## src/rtl/avalon_wait_gen.sv

```systemverilog
// Avalon wait-state generator: LFSR-driven stalls on each transaction plus an optional
// request-stability monitor, compiled in when AVALON_WAIT_MONITOR_EN is defined.
module avalon_wait_gen #(
  parameter logic [15:0] LFSR_SEED = 16'hACE1,
  parameter int unsigned MAX_WAIT  = 3
) (
  input  logic        clk,
  input  logic        reset,
  input  logic        read,
  input  logic        write,
  input  logic [31:0] address,
  input  logic [3:0]  byteenable,
  input  logic [31:0] writedata,
  output logic        waitreq,
  output logic [3:0]  err_flags,
  output logic [31:0] txn_count,
  output logic [31:0] stall_count
);

  // An all-zero LFSR would lock up, so a zero seed is promoted to 1.
  localparam logic [15:0] SEED  = (LFSR_SEED == 16'h0000) ? 16'h0001 : LFSR_SEED;
  localparam logic [3:0]  MAX_W = 4'(MAX_WAIT);

  typedef enum logic {IDLE, STALL} state_t;

  state_t      state;
  logic [3:0]  cnt;
  logic [15:0] lfsr;
  logic        req;
  logic [3:0]  draw;
  logic        stall_raw;
  logic        accept;
  logic        start_stall;
  logic [15:0] lfsr_next;

  assign req         = read | write;
  assign draw        = (lfsr[3:0] > MAX_W) ? MAX_W : lfsr[3:0];
  assign stall_raw   = (state == IDLE) ? (req && (draw != 4'd0)) : (cnt != 4'd0);
  assign accept      = (state == IDLE) ? (req && (draw == 4'd0)) : (cnt == 4'd0);
  assign start_stall = (state == IDLE) && req && (draw != 4'd0);
  assign lfsr_next   = {lfsr[14:0], lfsr[15] ^ lfsr[13] ^ lfsr[12] ^ lfsr[10]};

  // Gated by reset so the stall drops the instant reset is asserted.
  assign waitreq = reset & stall_raw;

  always_ff @(posedge clk or negedge reset) begin
    if (!reset) begin
      state       <= IDLE;
      cnt         <= 4'd0;
      lfsr        <= SEED;
      txn_count   <= 32'd0;
      stall_count <= 32'd0;
    end else begin
      if (waitreq && (stall_count != 32'hFFFF_FFFF))
        stall_count <= stall_count + 32'd1;
      if (accept) begin
        lfsr <= lfsr_next;
        if (txn_count != 32'hFFFF_FFFF)
          txn_count <= txn_count + 32'd1;
      end
      case (state)
        IDLE: begin
          if (start_stall) begin
            cnt   <= draw - 4'd1;
            state <= STALL;
          end
        end
        STALL: begin
          if (cnt != 4'd0)
            cnt <= cnt - 4'd1;
          else
            state <= IDLE;
        end
        default: state <= IDLE;
      endcase
    end
  end

`ifdef AVALON_WAIT_MONITOR_EN
  logic        cap_read;
  logic        cap_write;
  logic [31:0] cap_address;
  logic [3:0]  cap_byteenable;
  logic [31:0] cap_writedata;
  logic [3:0]  err_q;
  logic [3:0]  err_now;

  // Both-high is illegal everywhere; the other checks only apply while stalled.
  always_comb begin
    err_now    = 4'b0000;
    err_now[2] = read & write;
    if (state == STALL) begin
      err_now[0] = ~req;
      err_now[1] = (address != cap_address) || (byteenable != cap_byteenable) ||
                   (cap_write && (writedata != cap_writedata));
      err_now[3] = req && (read != cap_read);
    end
  end

  always_ff @(posedge clk or negedge reset) begin
    if (!reset) begin
      cap_read       <= 1'b0;
      cap_write      <= 1'b0;
      cap_address    <= 32'd0;
      cap_byteenable <= 4'd0;
      cap_writedata  <= 32'd0;
      err_q          <= 4'b0000;
    end else begin
      if (start_stall) begin
        cap_read       <= read;
        cap_write      <= write;
        cap_address    <= address;
        cap_byteenable <= byteenable;
        cap_writedata  <= writedata;
      end
      err_q <= err_q | err_now;
    end
  end

  assign err_flags = err_q;
`else
  logic unused_monitor_inputs;
  assign unused_monitor_inputs = ^{address, byteenable, writedata};
  assign err_flags = 4'b0000;
`endif

endmodule

```

## config.mk

```make
export PLATFORM = sky130hd
export DESIGN_NAME = avalon_wait_gen
export DESIGN_NICKNAME = d
export VERILOG_FILES = /design/src/rtl/avalon_wait_gen.sv
export SDC_FILE = /design/constraint.sdc
export NUM_CORES = 1
export LEC_CHECK = 0
export ABC_AREA = 0
export CAP_MARGIN = 0
export CORE_UTILIZATION = 35
export CTS_BUF_LIST = sky130_fd_sc_hd__clkbuf_16
export DETAILED_ROUTE_END_ITERATION = 10
export MAX_ROUTING_LAYER = met4
export SLEW_MARGIN = 20
export SYNTH_ARGS = -nofsm -noshare
export SYNTH_HDL_FRONTEND = slang
export SYNTH_SLANG_ARGS = --single-unit
```

## constraint.sdc

```tcl
create_clock -name clk -period 3.4 [get_ports clk]
set_input_delay 0.34 -clock clk [delete_from_list [all_inputs] [get_ports clk]]
set_output_delay 0.34 -clock clk [all_outputs]
set_load 0.01 [all_outputs]
```

[Yosys cells after proc, flatten, opt, wreduce, memory -nomap -nowiden]
Cells that the tools add are included.
Cells by class
  add/sub/neg operators: 4
  magnitude comparators: 1
  equality and inequality tests: 4
  muxes and demuxes: 9
  bitwise operators: 6
  reduce and logical (&&, ||, !) cells: 11
Operator list (count)
  adder 32 x 1 -> 32 bit (second input constant): 2
  != test 32 bit (second input constant): 2
  2-to-1 mux 4 bit: 3
  logical NOT 4 bit: 2
  case mux 4 bit (2 select lines): 1
  nonzero test 4 bit: 2
  subtractor 4 x 1 -> 4 bit (second input constant): 2
  logical AND 1 bit: 5
  > comparator 4 x 2 -> 1 bit (second input constant): 1
  2-to-1 mux 1 bit: 4
  AND reduction 2 bit: 2
  bitwise XOR 1 bit: 3
  != test 2 x 1 -> 1 bit (second input constant): 1
  != test 2 bit (second input constant): 1
  case mux 1 bit (2 select lines): 1
  bitwise AND 1 bit: 1
  inverter 1 bit: 1
  bitwise OR 1 bit: 1
Word-level totals
  flip-flop bits (word level): 85
  output and inout port bits: 69

[Longest topological paths before layout]
  depth after elaboration: 7
  depth in mapped cells: 8
  depth with buffers taken out: 6

[Least setup slack after synthesis]
OpenSTA, ideal clock, no wires.
  path kind: reg-to-reg
  start: reg txn_count[2]
  end: reg txn_count[30]
  data arrival time: 1.838 ns
  required time: 3.273 ns
  setup slack: 1.435 ns
  stages on the path, launching flop included: 6
  path buffers: 0
  cells stage by stage: dfrtp_1 > nand3_1 > nor4_4 > nand3_4 > or3b_1 > xnor2_1
Between the ends
  word-level cells in the longest chain between the ends: 2
  elaborated cells between the ends (all ways): 3
RTL lines
  start, declared: line 16  | output logic [31:0] txn_count,
  start signal, assigned: line 59  | txn_count <= txn_count + 32'd1;
  parallel branches: the longest is 2 deep, another holds adder 32 x 1 -> 32 bit
Several ways; the timed one is not identified.
A chain may end at the register's enable or synchronous reset.

[Final worst setup path]
  start: reg cnt[3]
  end: out waitreq
Between the ends
  word-level cells in the longest chain between the ends: 3
RTL lines
  start, declared: line 27  | logic [3:0] cnt;
  start signal, assigned: line 64  | cnt <= draw - 4'd1;
  start signal, assigned: line 70  | cnt <= cnt - 4'd1;
  nonzero test 4 bit: line 38  | assign stall_raw = (state == IDLE) ? (req && (draw != 4'd0)) : (cnt != 4'd0);
  2-to-1 mux 1 bit: line 38
  bitwise AND 1 bit: line 44  | assign waitreq = reset & stall_raw;
  end, declared: line 14  | output logic waitreq,
Every way passes these cells.

==> results_dict.tcl <==
set metrics [dict create \
    synth_area_per_cell_um2 10.84 \
    cts_resized 0 \
    cts.path.max_buffers 2 \
    cts_buffers 9 \
    ir_drop_mv 0.3393 \
    fin_crit_ns 2.646 \
    status "complete, no violations" \
    required_ns 3.06 \
    slowest_delay_ns 0.58 \
    grt_pass1_wl_um 14810 \
    cts_tree "yes" \
    vias 3132 \
    synth_edf_count 0 \
    place_congestion 0.8011 \
    clk_latency_ns 0.34 \
    r2r_cells 5 \
    netlist_instances 382 \
    final_common_cell "dfrtp_1" \
    p_leak_nw 2.188 \
    tightest_slew_ns 0.8912 \
    crit_path_end_kind "output port" \
    layout.nets 533 \
    slew_viol_final 0 \
    synth.area.top_cells "dfrtp_1 47%, xnor2_1 8.3%, xor2_1 5.3%" \
    clock-sinks 85 \
    reg2reg_to "txn_count[30]$_DFFE_PN0P_" \
    die_h_um 110.8 \
    crit_buf_inv 3 \
    overflow 0 \
    path_delay_family "buffers and inverters" \
    synth_area_leader_cell "dfrtp_1" \
    max_slew_margin 0.4009 \
    start_util 0.3610 \
    die_area_um2 12270 \
    rsz0062_at_grt "false" \
    initialDrtViolationCount 131 \
    wl_um 8739 \
    grt_pass1_vias 3041 \
    routed_via_density 5.177 \
    dp_hpwl_um 6134 \
    diodes 0 \
    path_class "reg2out" \
    path_max_fanout 11 \
    wl_per_cell_um 14.44 \
    reg2reg_slack_ns 1.10 \
    cpMaxStageDelayCell "or4_1" \
    critPathLaunchType "register" \
    core_area_um2 11470 \
    htreeDepth 3 \
    grt_max_degree 57 \
    synth_seq_cells 85 \
    io_buffers 68 \
    async_flop_share 1.000 \
    ant_nets 0 \
    drc 0 \
    antenna_found_initial 0 \
    setup-violations-final 0 \
    hold_path.class "in2async" \
    rows 39 \
    grt_use_total 0.1534 \
    die_x_um 110.8 \
    yosysWarnings 0 \
    drive_gt1_frac 0.1190 \
    p_per_area_nw_per_um2 635.6 \
    synth_top_cell_area_share 0.4654 \
    mostFrequentLayoutCells "77 x dfrtp_1, 67 x clkdlybuf4s50_1, 49 x nand2_1" \
    finalClockSkew_ns 0.007715 \
    fin_setup_tns_ns 0 \
    seq_area_frac_synth 0.5162 \
    cts-root-buf "clkbuf_16" \
    finalCritPeriodShare 0.7782 \
    drtPass1Iterations 4 \
    pin_count 141 \
    syn_area_um2 4140 \
    crit_cells 5 \
    timing.fmax_ghz 0.3780 \
    hold_viol_final 0 \
    ys.flop_type "dfrtp_1" \
    areaGrowthSynthToFinish_pct 28.01 \
    clk_pin_slew_worst_paths_ns 0.06 \
    cts_setup_buffers 0 \
    drv_cap 0 \
    reg2reg_from "state$_DFF_PN0_" \
    cp_cell_sequence "or4_1 > a32oi_1 > buf_4 > inv_1 > clkdlybuf4s50_1" \
    utilization 0.4622 \
    worst_ep_arrival_time_ns 2.31 \
    synth_cell_types 47 \
    hold_buffers 1 \
]
[sequential cells by signal, indices dropped and copies added, names as in the netlist]
| register | count |
|---|---|
| stall_count | 32 |
| txn_count | 32 |
| lfsr | 16 |
| cnt | 4 |
| state | 1 |
[worst max-delay path by stage]
stage	start	endpoint	slack (ns)
2_1_floorplan	txn_count[2]$_DFFE_PN0P_	txn_count[30]$_DFFE_PN0P_	1.44
3_3_place_gp	write	stall_count[1]$_DFFE_PN0P_	0.72
3_5_place_dp	write	waitreq	0.99
4_1_cts	lfsr[3]$_DFFE_PN0P_	waitreq	0.72
5_1_grt	cnt[3]$_DFFE_PN0P_	waitreq	0.63
6_report	cnt[3]$_DFFE_PN0P_	waitreq	0.75
[kinds of logic (layout without fill, tap and decap cells)]
family	count (synthesis)	count (layout)	share of synthesized area
AOI/OAI and AO/OA	18	18	0.04564
and+or+nand+nor	185	185	0.2436
adders and majority gates	3	3	0.009067
muxes	11	11	0.02992
buffers and inverters	15	92	0.01934
xor gates and xnor gates	64	64	0.1354
DFF	85	85	0.5162
other	1	4	0.0009057
[per-stage QoR]
step	cell area, µm²	setup slack, ns	hold slack [ns]	instances	power [mW]
2_1_floorplan	4151	1.435	0.04441	385	2.030
3_3_place_gp	4970	0.7178	0.1789	589	2.329
3_5_place_dp	4976	0.9915	0.1801	589	2.361
4_1_cts	5300	0.7236	0.3665	605	3.426
5_1_grt	5300	0.6290	0.3682	605	3.569
6_report	5300	0.7541	0.3667	605	3.369
[synth_stat cells (3+ instances only)]
library cell  count
or3_1             4
buf_2             4
ha_1              3
mux2_2           11
inv_1             5
nor4_1            4
and3_1           11
and2_1            4
nor3_1           20
xor2_1           25
xnor2_1          39
dfstp_2           8
buf_4             5
nand4_1          25
nand3_1          26
nand2_1          49
dfrtp_1          77
nor2_1           21
nand2b_1          3
o21ai_0           3
[final cells by class]
cell class | count | area (µm²)
multi-input cells | 285 | 1941
clock buffers | 9 | 225.2
well taps | 143 | 178.9
clock inverters | 6 | 88.84
inverters | 5 | 18.77
fillers | 1072 | 6167
repair buffers | 72 | 710.7
flip-flops and latches | 85 | 2137
[metal layers]
| layer | vias to the layer above | track usage | part of all wire |
|---|---|---|---|
| li1 | 1484 | - | - |
| met1 | 1567 | 0.1939 | 0.45 |
| met2 | 73 | 0.2427 | 0.50 |
| met3 | 8 | 0.03991 | 0.044 |
| met4 | 0 | 0.04444 | 0.012 |
| met5 | - | - | 0 |
[power by group]
| group | leakage [nW] | internal, mW | switching [mW] |
|---|---|---|---|
| sequential | 1.10 | 1.19 | 0.181 |
| combinational | 0.943 | 0.461 | 0.494 |
| clock | 0.149 | 0.639 | 0.399 |
Power figures use the tool's default switching activity.
